==> src/rtl/vram_rect_fill.sv <==
`default_nettype none
// ============================================================================
//  Module      : vram_rect_fill
//  Description : VRAM write-side rectangle fill engine. Accepts one
//                rectangle-fill command at a time, clips it to the
//                H_RES x V_RES frame and writes the fill colour to every
//                covered pixel in row-major order (addr = col + H_RES*row).
//
//  Ports       : clk          system clock, all logic on the rising edge
//                rst_n        synchronous active-low reset
//                cmd_valid    command present
//                cmd_ready    engine idle and able to accept a command
//                cmd_x/cmd_y  top-left corner (column / row)
//                cmd_w/cmd_h  width / height in pixels
//                cmd_color    fill colour (RGB444)
//                cmd_outline  (RECT_OUTLINE_EN only) draw perimeter only
//                vram_we      write request
//                vram_addr    write address
//                vram_wdata   write data
//                vram_wready  VRAM accepts the write this cycle
//                busy         a command is in progress
//                done         one-cycle pulse when a command completes
//
//  Build option: define RECT_OUTLINE_EN to add the cmd_outline input and
//                the perimeter-only drawing mode.
//
//  Revision    : 1.0 - initial release
// ============================================================================
module vram_rect_fill #(
    parameter int H_RES  = 640,
    parameter int V_RES  = 480,
    parameter int ADDR_W = 19,
    parameter int DATA_W = 12
) (
    input  logic              clk,
    input  logic              rst_n,
    input  logic              cmd_valid,
    output logic              cmd_ready,
    input  logic [9:0]        cmd_x,
    input  logic [8:0]        cmd_y,
    input  logic [9:0]        cmd_w,
    input  logic [8:0]        cmd_h,
    input  logic [DATA_W-1:0] cmd_color,
`ifdef RECT_OUTLINE_EN
    input  logic              cmd_outline,
`endif
    output logic              vram_we,
    output logic [ADDR_W-1:0] vram_addr,
    output logic [DATA_W-1:0] vram_wdata,
    input  logic              vram_wready,
    output logic              busy,
    output logic              done
);

    // Frame limits widened to the 11-bit clip arithmetic width.
    localparam logic [10:0]       c_H_RES_W  = 11'(H_RES);
    localparam logic [10:0]       c_V_RES_W  = 11'(V_RES);
    localparam logic [ADDR_W-1:0] c_ROW_STEP = ADDR_W'(H_RES);

    typedef enum logic [1:0] {
        ST_IDLE  = 2'd0,
        ST_SETUP = 2'd1,
        ST_WRITE = 2'd2,
        ST_DONE  = 2'd3
    } state_t;

    state_t r_state;
    state_t w_state_nxt;

    // ------------------------------------------------------------------
    // Command decode and clipping (evaluated on the accept cycle only)
    // ------------------------------------------------------------------
    logic        w_accept;
    logic [10:0] w_x_sum;
    logic [10:0] w_y_sum;
    logic [10:0] w_x_end;
    logic [10:0] w_y_end;
    logic        w_empty;

    assign cmd_ready = (r_state == ST_IDLE) && rst_n;
    assign w_accept  = cmd_valid && cmd_ready;

    assign w_x_sum = {1'b0, cmd_x} + {1'b0, cmd_w};
    assign w_y_sum = {2'b00, cmd_y} + {2'b00, cmd_h};
    assign w_x_end = (w_x_sum > c_H_RES_W) ? c_H_RES_W : w_x_sum;
    assign w_y_end = (w_y_sum > c_V_RES_W) ? c_V_RES_W : w_y_sum;

    assign w_empty = (cmd_w == 10'd0) || (cmd_h == 9'd0) ||
                     ({1'b0, cmd_x} >= c_H_RES_W) ||
                     ({2'b00, cmd_y} >= c_V_RES_W);

    // ------------------------------------------------------------------
    // Latched command and walk registers
    // ------------------------------------------------------------------
    logic [9:0]        r_x0;
    logic [8:0]        r_y0;
    logic [9:0]        r_x_last;   // last column to write (inclusive)
    logic [8:0]        r_y_last;   // last row to write (inclusive)
    logic [DATA_W-1:0] r_color;
    logic [9:0]        r_col;
    logic [8:0]        r_row;
    logic [ADDR_W-1:0] r_row_base; // r_row * H_RES, tracked incrementally
    logic              w_outline;

`ifdef RECT_OUTLINE_EN
    logic r_outline;
    assign w_outline = r_outline;
`else
    assign w_outline = 1'b0;
`endif

    logic w_wr_fire;
    logic w_col_last;
    logic w_row_last;
    logic w_row_interior;

    assign w_wr_fire      = (r_state == ST_WRITE) && vram_wready;
    assign w_col_last     = (r_col == r_x_last);
    assign w_row_last     = (r_row == r_y_last);
    assign w_row_interior = (r_row != r_y0) && !w_row_last;

    always_ff @(posedge clk) begin
        if (!rst_n) begin
            r_x0       <= '0;
            r_y0       <= '0;
            r_x_last   <= '0;
            r_y_last   <= '0;
            r_color    <= '0;
            r_col      <= '0;
            r_row      <= '0;
            r_row_base <= '0;
        end else begin
            if (w_accept) begin
                r_x0     <= cmd_x;
                r_y0     <= cmd_y;
                // Only meaningful for non-empty commands, where the clipped
                // end is always at least one past the start.
                r_x_last <= 10'(w_x_end - 11'd1);
                r_y_last <= 9'(w_y_end - 11'd1);
                r_color  <= cmd_color;
            end

            if (r_state == ST_SETUP) begin
                // One constant multiply per command; rows after the first
                // advance the base by a plain add.
                r_row_base <= ADDR_W'(r_y0) * c_ROW_STEP;
                r_col      <= r_x0;
                r_row      <= r_y0;
            end

            if (w_wr_fire) begin
                if (w_col_last) begin
                    if (!w_row_last) begin
                        r_col      <= r_x0;
                        r_row      <= r_row + 9'd1;
                        r_row_base <= r_row_base + c_ROW_STEP;
                    end
                end else if (w_outline && w_row_interior && (r_col == r_x0)) begin
                    // Interior outline row: skip straight to the right edge.
                    r_col <= r_x_last;
                end else begin
                    r_col <= r_col + 10'd1;
                end
            end
        end
    end

`ifdef RECT_OUTLINE_EN
    always_ff @(posedge clk) begin
        if (!rst_n) begin
            r_outline <= 1'b0;
        end else if (w_accept) begin
            r_outline <= cmd_outline;
        end
    end
`endif

    // ------------------------------------------------------------------
    // FSM
    // ------------------------------------------------------------------
    always_ff @(posedge clk) begin
        if (!rst_n) begin
            r_state <= ST_IDLE;
        end else begin
            r_state <= w_state_nxt;
        end
    end

    always_comb begin
        w_state_nxt = r_state;
        vram_we     = 1'b0;
        busy        = 1'b1;
        done        = 1'b0;
        case (r_state)
            ST_IDLE: begin
                busy = 1'b0;
                if (w_accept) begin
                    w_state_nxt = w_empty ? ST_DONE : ST_SETUP;
                end
            end
            ST_SETUP: begin
                w_state_nxt = ST_WRITE;
            end
            ST_WRITE: begin
                vram_we = 1'b1;
                if (vram_wready && w_col_last && w_row_last) begin
                    w_state_nxt = ST_DONE;
                end
            end
            ST_DONE: begin
                done        = 1'b1;
                w_state_nxt = ST_IDLE;
            end
            default: begin
                w_state_nxt = ST_IDLE;
            end
        endcase
    end

    // Address and data come straight from registers, so they stay stable
    // for as long as the VRAM holds off the write.
    assign vram_addr  = r_row_base + ADDR_W'(r_col);
    assign vram_wdata = r_color;

endmodule
`default_nettype wire

==> config.mk <==
export PLATFORM = sky130hd
export DESIGN_NAME = vram_rect_fill
export DESIGN_NICKNAME = d
export VERILOG_FILES = /design/src/rtl/vram_rect_fill.sv
export SDC_FILE = /design/constraint.sdc
export NUM_CORES = 1
export LEC_CHECK = 0
export BUFFER_PORTS_ARGS = -buffer_cell sky130_fd_sc_hd__buf_2
export CORE_MARGIN = 4
export CORE_UTILIZATION = 50
export CTS_CLUSTER_DIAMETER = 200
export CTS_CLUSTER_SIZE = 24
export DETAILED_ROUTE_END_ITERATION = 16
export GPL_TIMING_DRIVEN = 0
export PLACE_DENSITY = 0.75
export SKIP_CTS_REPAIR_TIMING = 1
export SYNTH_ARGS = -nofsm -noshare
export SYNTH_HDL_FRONTEND = slang
export SYNTH_SLANG_ARGS = --single-unit
==> constraint.sdc <==
create_clock -name clk -period 11.85 [get_ports clk]
set_input_delay 1.7775 -clock clk [delete_from_list [all_inputs] [get_ports clk]]
set_output_delay 1.7775 -clock clk [all_outputs]
set_load 0.01 [all_outputs]
Yosys cells after proc, flatten, opt, wreduce, memory -nomap -nowiden:

Index checks and enable logic that the tools add are counted.

* add/sub/neg operators: 8
* $mul: 1
* magnitude comparators: 4
* equality and inequality tests: 7
* multiplexer cells: 21
* reduce and logical (&&, ||, !) cells: 12

Operators by type and width (count)
* two-way mux 19 bit: 4
* two-way mux 10 bit: 5
* two-way mux 9 bit: 5
* adder 19 x 10 -> 19 bit: 1
* adder 19 x 10 -> 19 bit (second input constant): 1
* multiplier 9 x 3 -> 12 bit (second input constant): 1
* adder 10 x 10 -> 11 bit: 1
* > comparator 11 x 10 -> 1 bit (second input constant): 1
* adder 10 x 1 -> 10 bit (second input constant): 1
* adder 9 x 9 -> 10 bit: 1
* == test 10 bit: 1
* greater-or-equal comparator 10 bit (second input constant): 1
* > comparator 10 x 9 -> 1 bit (second input constant): 1
* zero test 10 bit: 1
* subtractor 10 x 1 -> 10 bit (second input constant): 1
* adder 9 x 1 -> 9 bit (second input constant): 1
* == test 9 bit: 1
* greater-or-equal comparator 9 bit (second input constant): 1
* zero test 9 bit: 1
* subtractor 9 x 1 -> 9 bit (second input constant): 1
* one-hot mux 2 bit (4 select lines): 1
* two-way mux 2 bit: 3
* logical AND 1 bit: 5
* == test 2 bit (second input constant): 2
* 7 further kinds: 11

* bits in registers: 90
* input bits: 54
* output and inout bits: 35
* word-level logic and storage cells: 62

Depth between registers and ports, before layout:

Gate-level depths: netlist of run 1.

* depth in word-level cells: 7
* depth in mapped cells: 17
* gate-level depth less buffers: 16

Worst setup path after synthesis of run 1:

OpenSTA, ideal clock, no wires.

* kind: in2reg
* start: input cmd_x[0]
* end: register r_x_last[4]
* setup time: 0.120 ns
* arrival: 5.097 ns
* required time: 11.730 ns
* path slack: 6.633 ns
* stages on the path: 17
* path buffers: 1
* path through: ha_1 inv_1 fa_1 and2b_4 o22ai_2 xnor2_4 nand3b_4 o31a_1 o41ai_4 or2_1 buf_2 nand2b_1 ha_1 nand2_1 nor2b_1 a311o_1 a211o_1

* word-level cells in the longest chain between the ends: 4

Ends and longest elaborated chain
* start, declared: RTL line 39 `input logic [9:0] cmd_x,`
* adder 10 x 10 -> 11 bit *: RTL line 83 `assign w_x_sum = {1'b0, cmd_x} + {1'b0, cmd_w};`
* > comparator 11 x 10 -> 1 bit: RTL line 85 `assign w_x_end = (w_x_sum > c_H_RES_W) ? c_H_RES_W : w_x_sum;`
* two-way mux 10 bit *: RTL line 85
* subtractor 10 x 1 -> 10 bit *: RTL line 138 `r_x_last <= 10'(w_x_end - 11'd1);`
* end signal, assigned: RTL line 138
* end, declared: RTL line 97 `logic [9:0] r_x_last;`

Mark *: on every way between the ends. The rest lies on a longest branch, timed or not.
A chain may end at the register's enable or synchronous reset.

Worst setup path in the final report of run 1:

Same ends and word-level chain as after synthesis.

==> flow_results.org, run 1 <==
** Die
- Placement Rows :: 40
- Once the floorplan was initialized, standard cells occupied roughly 52% of the core.
- Vert. Die Dim :: about 120 um
- The die covers around 15,000 um^2.
- For this design the top-level I/O count stands at 89.
- The total area inside the core boundary comes to around 12,000 um^2.
- Overall die width :: 121 um

** Clocking
- # clock sinks :: 90
- Clock transition time at the flip-flop clock pins of the worst setup and hold paths :: around 0.07 ns
- TritonCTS built the clock tree.
- The H-tree generated during clock tree synthesis spans 3 levels.
- Root Buffer Master :: sky130_fd_sc_hd__clkbuf_16
- TritonCTS created 9 clock buffers.
- Maximum clock path buffer count :: 2
- Clock insertion delay at the later pin of the skew report :: approximately 0.35 ns

** Timing
- Setup repair after global routing left no endpoint under its margin.
- Worst slew slack as a fraction of its limit :: around half
- Final hold analysis gives a worst-case slack of around 0.46 ns.
- At the pin with the least slew margin, the transition time is 0.769 ns.
- Shortest clock period the worst path allows after layout :: 5.33 ns
- For this run, the top clock speed supported by timing is 188 MHz.
- For the final database, setup skew stands at between 0.01 and 0.015 ns.
- Setup Total Neg Slack :: 0 ns
- Final max-slew violation count :: 0
- Setup violations remaining at the end of the flow were counted as 0.
- Dividing the final minimum period by the clock period gives about 45%.
- Fin. Hold Viols :: 0

** Setup path
- Reg2Reg Launch Point :: r_col[7]
- Data required time of the worst path :: ~12 ns
- Worst R2R End :: r_row[5]
- CP Data Arrival Time :: around 5.6 ns
- Critical Path Start Type :: input pin
- Worst-path fanout max :: 7
- STA classifies the critical path endpoint as a flip-flop.
- Register-to-register setup slack :: between 8 and 9 ns
- The critical path is of the in -> reg type.
- FF-to-FF path depth :: 9

** Routing
- Wires add up to 17,400 um.
- The first detailed-routing pass ran for 6 iterations.
- Antenna Violating Nets Remaining :: 0
- For this run, design rule violations remaining after detail routing come to 0.
- Detailed routing inserted a total of around 6,200 vias.
- Dividing the detail-routed wire length by the instance count gives 16.4 um.
- Drt initial violations :: 427
- Using the TritonRoute via totals, the vias-per-cell ratio works out to around 5.8.

** Global route
- Pin count of the biggest net entering global routing :: 18
- GRT Total Usage :: between 20 and 25%
- Wire length of the first global-routing pass :: approximately 29,000 um
- Antenna violations before repair :: 0
- Global routing finished with a remaining overflow of 0.
- The via count of the first global-routing pass came to around 5,800.

** Flow run
- Max-cap violations :: 0

** Power and ir drop
- P_leak :: between 3 and 4 nW
- Power per cell area :: between 150 and 200 nW/um^2
- Worst IR drop on VDD :: 0.0782 mV

** Hold path
- The worst hold path passes through 2 cells.
- In this run the most critical hold path is launched from r_x0[0].
- Endpoint, Worst Hold :: r_x0[0]
- The min-delay analysis places its worst path in the category reg -> reg.

** Logic synthesis
- Flip-flop cell with the highest count after synthesis :: sky130_fd_sc_hd__dfxtp_1
- Number of instances in the synthesized netlist :: 786
- Cell area after synthesis :: 6360 um^2
- Counting flops and latches in the post-synthesis netlist gives 90.
- Of all flip-flops after synthesis, the portion carrying an async set or reset was 0%.
- Sequential fraction of the synthesis area :: between 20 and 30%
- Number of synthesis warnings :: 0
- In this run, distinct cell masters in the synthesized netlist total 76.
- Post-synthesis area per instance :: 8.10 um^2
- Post-Synthesis Net Count :: 897
- Number of flops mapped to enable cells by yosys :: 0

** Outcome
- Outcome :: finished, final reports clean

** Layout
- The post-route netlist has between 15 and 20% of its cells at a drive strength greater than 1.
- After the last flow step, the layout net total stands at between 900 and 1,000.
- Count of antenna diodes in the layout :: 0
- Once layout is complete, the utilization of the core stands at around 60%.
- Synthesis-to-finish area growth :: 15.1%
- Counting the fill cells in the layout gives 1,157.

** Placed design
- Post-detailed-placement half-perimeter wirelength :: approximately 13,000 um
- The count of buffers added on input and output ports is 88.
- At the end of routability-driven placement, the weighted congestion stood at 0.899.
==> sequential cells by signal, summed over array words and instances (netlist names) <==
name	cells
r_row	9
vram_wdata	12
r_x0	10
r_state	2
r_x_last	10
r_col	10
r_row_base	19
r_y_last	9
r_y0	9
==> cells by family after synthesis <==
group | synth area share (%)
simple gates | 21.6
compound gates | 23.0
flops | 28.3
xor+xnor | 9.48
buf+inv | 3.77
fa+ha+maj | 11.7
mux | 2.16
==> layout make-up <==
class | instances | area (um^2) | area share, %
timing repair buffer | 88 | 440 | 6.01
buffer | 33 | 128 | 1.74
multi-input combinational | 633 | 4320 | 59.0
sequential | 90 | 1800 | 24.6
inverter | 30 | 113 | 1.54
tap | 168 | 210 | 2.87
clock inverter | 7 | 83.8 | 1.14
clock buffer | 9 | 225 | 3.07
==> cell usage after synthesis (all sizes together), types with 10 or more instances <==
cell type / n / share of area [%]
nand2: 94 / 5.5
xnor2: 31 / 4.7
dfxtp: 90 / 28
inv: 30 / 1.8
o21ai: 77 / 6.1
nand3: 28 / 2.2
xor2: 34 / 4.8
ha: 53 / 10
a221oi: 10 / 1.4
and3: 25 / 2.5
nor3: 16 / 1.3
a21oi: 45 / 3.7
a31oi: 12 / 1.2
nor3b: 12 / 1.5
nor2: 48 / 2.9
clkbuf: 28 / 1.7
==> stage by stage <==
step,area [um^2],total power [W],setup WS (ns),std cells
after floorplan,6360,0.000802,6.63,786
after global placement,7020,0.000949,6.19,1042
after detailed placement,7020,0.000957,6.16,1042
after CTS,7320,0.00126,6.52,1058
after global routing,7320,0.00134,6.30,1058
final,7320,0.00126,6.52,1058
==> cell usage in the layout (no fill, tap or decap), drive strengths merged, types with 16 or more instances in the layout <==
cell / n
o21ai: 77
nand2: 94
xnor2: 31
ha: 53
nand3: 28
nor3: 16
dfxtp: 90
buf: 93
xor2: 34
inv: 34
nor2: 48
and3: 25
a21oi: 45
clkbuf: 37
==> worst max-delay path by stage <==
stage          slack, ns     endpoint      from  depth (start not counted)
3_5_place_dp        6.16  r_x_last[4]  cmd_x[0]                         18
6_report            6.52  r_x_last[4]  cmd_x[0]                         18
4_1_cts             6.52  r_x_last[4]  cmd_x[0]                         18
2_1_floorplan       6.63  r_x_last[4]  cmd_x[0]                         17
3_3_place_gp        6.19  r_x_last[4]  cmd_x[0]                         18
5_1_grt             6.30  r_x_last[4]  cmd_x[0]                         18
==> per-layer routing <==
layer | vias to the layer above | GRT usage, % | part of all wire (%)
met4 | 0 | 8.50 | 2.1
met1 | 2860 | 32.5 | 46
met2 | 205 | 39.3 | 46
met3 | 31 | 3.13 | 5.6
li1 | 3064 | - | -
met5 | - | 0 | 0
==> critical path: stages <==
cell	delay, ns
sky130_fd_sc_hd__buf_2	0.11
sky130_fd_sc_hd__ha_1	0.19
sky130_fd_sc_hd__inv_1	0.06
sky130_fd_sc_hd__fa_1	0.41
sky130_fd_sc_hd__and2b_4	0.28
sky130_fd_sc_hd__o22ai_2	0.11
sky130_fd_sc_hd__xnor2_4	0.22
sky130_fd_sc_hd__nand3b_4	0.11
sky130_fd_sc_hd__o31a_1	0.37
sky130_fd_sc_hd__o41ai_4	0.43
sky130_fd_sc_hd__or2_1	0.16
sky130_fd_sc_hd__buf_2	0.15
sky130_fd_sc_hd__nand2b_1	0.07
sky130_fd_sc_hd__ha_1	0.26
sky130_fd_sc_hd__nand2_1	0.15
sky130_fd_sc_hd__nor2b_1	0.06
sky130_fd_sc_hd__a311o_1	0.35
sky130_fd_sc_hd__a211o_1	0.27
==> report_power, final <==
group,internal (W),switching [W]
sequential,0.000368,0.0000680
clock,0.000168,0.000133
combinational,0.000217,0.000307
(Power assumes the default switching activity.)
==> inputs of run 2 (changes only) <==
Settings changed: PLACE_DENSITY 0.75 to 0.78.
Clock period 11.85 ns to 4.9 ns, I/O delays scaled along.
==> run 2 against run 1 <==
  * Worst setup slack worse by 5.9 ns
  * Critical path depth is the same
  * Flip-flop and latch count did not move
  * Global-route usage is 0.91 points lower
  * Cell area about the same
  * Non-clock buffer count did not move
  * Critical path type unchanged
  * Final cell count is the same
  * Total power grew 140%
  * Sequential share of layout area barely moved
  * Largest power group unchanged
  * Utilization about the same
  * Clock power grew 140%
  * Die area is the same
==> flow_results.org, run 2 (synthesis gave the netlist of run 1 again) <==
** Setup path
- For the worst flop-to-flop path, the logic depth is 8.
- Data required time of the worst path :: slightly above 5 ns
- In this run the worst path has a maximum fanout of 7.
- The critical path is of the in -> reg type.
- Nature of the critical path endpoint :: flip-flop
- CP Data Arrival Time :: 4.48 ns
- Critical Path Start Type :: input pin

** Die
- Vert. Die Dim :: 121 um
- Placement Rows :: 40
- The die covers ~15,000 um^2.
- Initial core utilization :: between 50 and 60%
- Number of placed I/O pins :: between 80 and 90
- Overall die width :: about 120 um
- Floorplan core area :: 12,200 um^2

** Layout
- Compared with the post-synthesis result, the final layout area differs by 15.0%.
- Most common cell after layout, fill and taps aside :: sky130_fd_sc_hd__nand2_1
- For this run, the post-layout net count is around 1,000.
- Ratio of cells with drive above 1 in the final layout :: 15.5%
- Largest reg by FF count :: r_row_base
- Number of flip-flops in the largest register :: 19
- Number of inserted filler cells in the final layout :: 1,169
- Top library cells by usage in the layout, fill and taps aside :: sky130_fd_sc_hd__nand2_1 (94), sky130_fd_sc_hd__buf_2 (91), sky130_fd_sc_hd__dfxtp_1 (90), sky130_fd_sc_hd__o21ai_0 (76), sky130_fd_sc_hd__ha_1 (53)
- Count of antenna diodes in the layout :: 0

** Timing
- Setup violations remaining at the end of the flow were counted as 0.
- For the pin with the worst max-slew slack, the measured transition is 0.717 ns.
- Setup repair after global routing left no endpoint under its margin.
- Setup Total Neg Slack :: 0 ns
- Shortest clock period the worst path allows after layout :: around 4.2 ns
- Worst slew slack as a fraction of its limit :: between 50% and 60%
- Fin. Hold Viols :: 0
- Hold is met by 0.460 ns.
- Final max-slew violation count :: 0
- For the final database, setup skew stands at between 0.01 and 0.015 ns.
- The worst path uses ~87% of the clock period.
- Upper clock frequency limit :: approximately 240 MHz

** Clocking
- Clock tree synthesis found a total of 90 sinks.
- CTS placed an instance of sky130_fd_sc_hd__clkbuf_16 at the clock tree root.
- In this run, CTS created clock tree buffers numbering 9.
- Clock insertion delay at the later pin of the skew report :: about 0.35 ns
- TritonCTS built the clock tree.
- The H-tree was split into 3 levels.
- Clock transition time at the flip-flop clock pins of the worst setup and hold paths :: approximately 0.07 ns
- Maximum clock path buffer count :: 2

** Routing
- Antenna Violating Nets Remaining :: 0
- Dividing the detail-routed via count by the number of cells gives ~6.
- Wire length per cell :: around 16 um
- Via count :: 6,172
- For this run, the detailed router's first-pass iteration total came to 6.
- Drt initial violations :: between 400 and 500
- Routed WL :: 17,200 um
- After detailed routing, the number of remaining DRC violations is 0.

** Global route
- After global routing the overflow that remains totals 0.
- Global routing consumed, over all layers together, a little under a quarter of the routing resources.
- Number of global-route vias before repair :: roughly 5,700
- The initial antenna violation count is 0.
- Entering global routing, the biggest net connects 16 pins.
- The first global-routing pass estimated 27,700 um of wire.

** Placed design
- Final Wtd Congestion :: between 0.8 and 0.9
- After legalization and detailed placement, the total HPWL measured 13,300 um.
- Count of input and output buffers :: around 90

** Power and ir drop
- The worst-case IR drop observed on VDD is around 0.22 mV.
- P_leak :: approximately 3.3 nW
- Dividing total power by cell area gives a power density of 416 nW/um^2.

** Hold path
- Along the worst hold path, the cell count comes to 2.
- The worst hold path belongs to the class reg -> reg.

** Outcome
- The flow ran to the end, and the final reports show no timing, DRC or antenna violations.

** Flow run
- The tool flagged a number of max-cap violations equal to 0.
## run 2: cell types whose count changed in the layout (fill, tap and decap cells not counted), sizes merged
cell / previous run / this run
inv: 34 / 30
clkinv: 1 / 2
clkinvlp: 1 / 3
clkbuf: 37 / 38
## run 2: worst max-delay path, stage by stage
cell and delay, ns:
sky130_fd_sc_hd__buf_2 0.10, sky130_fd_sc_hd__ha_1 0.18, sky130_fd_sc_hd__inv_1 0.06, sky130_fd_sc_hd__fa_1 0.41
sky130_fd_sc_hd__and2b_4 0.28, sky130_fd_sc_hd__o22ai_2 0.11, sky130_fd_sc_hd__xnor2_4 0.23, sky130_fd_sc_hd__nand3b_4 0.11
sky130_fd_sc_hd__o31a_1 0.36, sky130_fd_sc_hd__nor4_2 0.41, sky130_fd_sc_hd__or2_1 0.16, sky130_fd_sc_hd__buf_2 0.17
sky130_fd_sc_hd__nand2b_1 0.07, sky130_fd_sc_hd__ha_1 0.27, sky130_fd_sc_hd__nand2_1 0.15, sky130_fd_sc_hd__nor2b_1 0.07
sky130_fd_sc_hd__a311o_1 0.34, sky130_fd_sc_hd__a211o_1 0.26
## run 2: final timing paths
kind / start / endpoint / slack (ns)
max: cmd_x[0] / r_x_last[4] / 0.66
min: vram_wdata[7] / vram_wdata[7] / 0.46
max reg2reg: r_row[7] / r_row_base[10] / 1.97
min reg2reg: vram_wdata[7] / vram_wdata[7] / 0.46
## run 2: cell type report
cell class,instances,area [um^2],share of cell area (%)
Clock buffer,10,239,3.26
Multi-Input combinational cell,633,4320,59.0
Clock inverter,6,66.3,0.906
Buffer,33,128,1.74
Inverter,30,113,1.54
Timing Repair Buffer,88,440,6.02
Tap cell,168,210,2.87
Sequential cell,90,1800,24.6
## run 2: power breakdown
| group | total [W] | internal, W | switching, W |
|---|---|---|---|
| clock network | 0.000716 | 0.000409 | 0.000307 |
| registers | 0.00106 | 0.000890 | 0.000166 |
| logic | 0.00127 | 0.000526 | 0.000745 |
| total | 0.00304 | 0.00183 | 0.00122 |
## run 2: layer usage
layer	up-vias	share of wire (%)	global-route usage, %
met1	2883	46	31.3
met3	29	6.0	3.60
li1	3055	-	-
met2	205	46	37.4
met5	-	0	0
met4	0	1.8	7.93
## run 2: metrics by stage
stage               setup WS [ns]  total power, W  instance area [um^2]  std cells  util (%)
floorplan                   0.726         0.00194                  6360        786         -
global placement            0.306         0.00229                  7020       1042      57.4
detailed placement          0.292         0.00231                  7020       1042      57.4
CTS                         0.652         0.00302                  7320       1058      59.9
global route                0.458         0.00323                  7320       1058      59.9
finish                      0.656         0.00304                  7320       1058      59.9
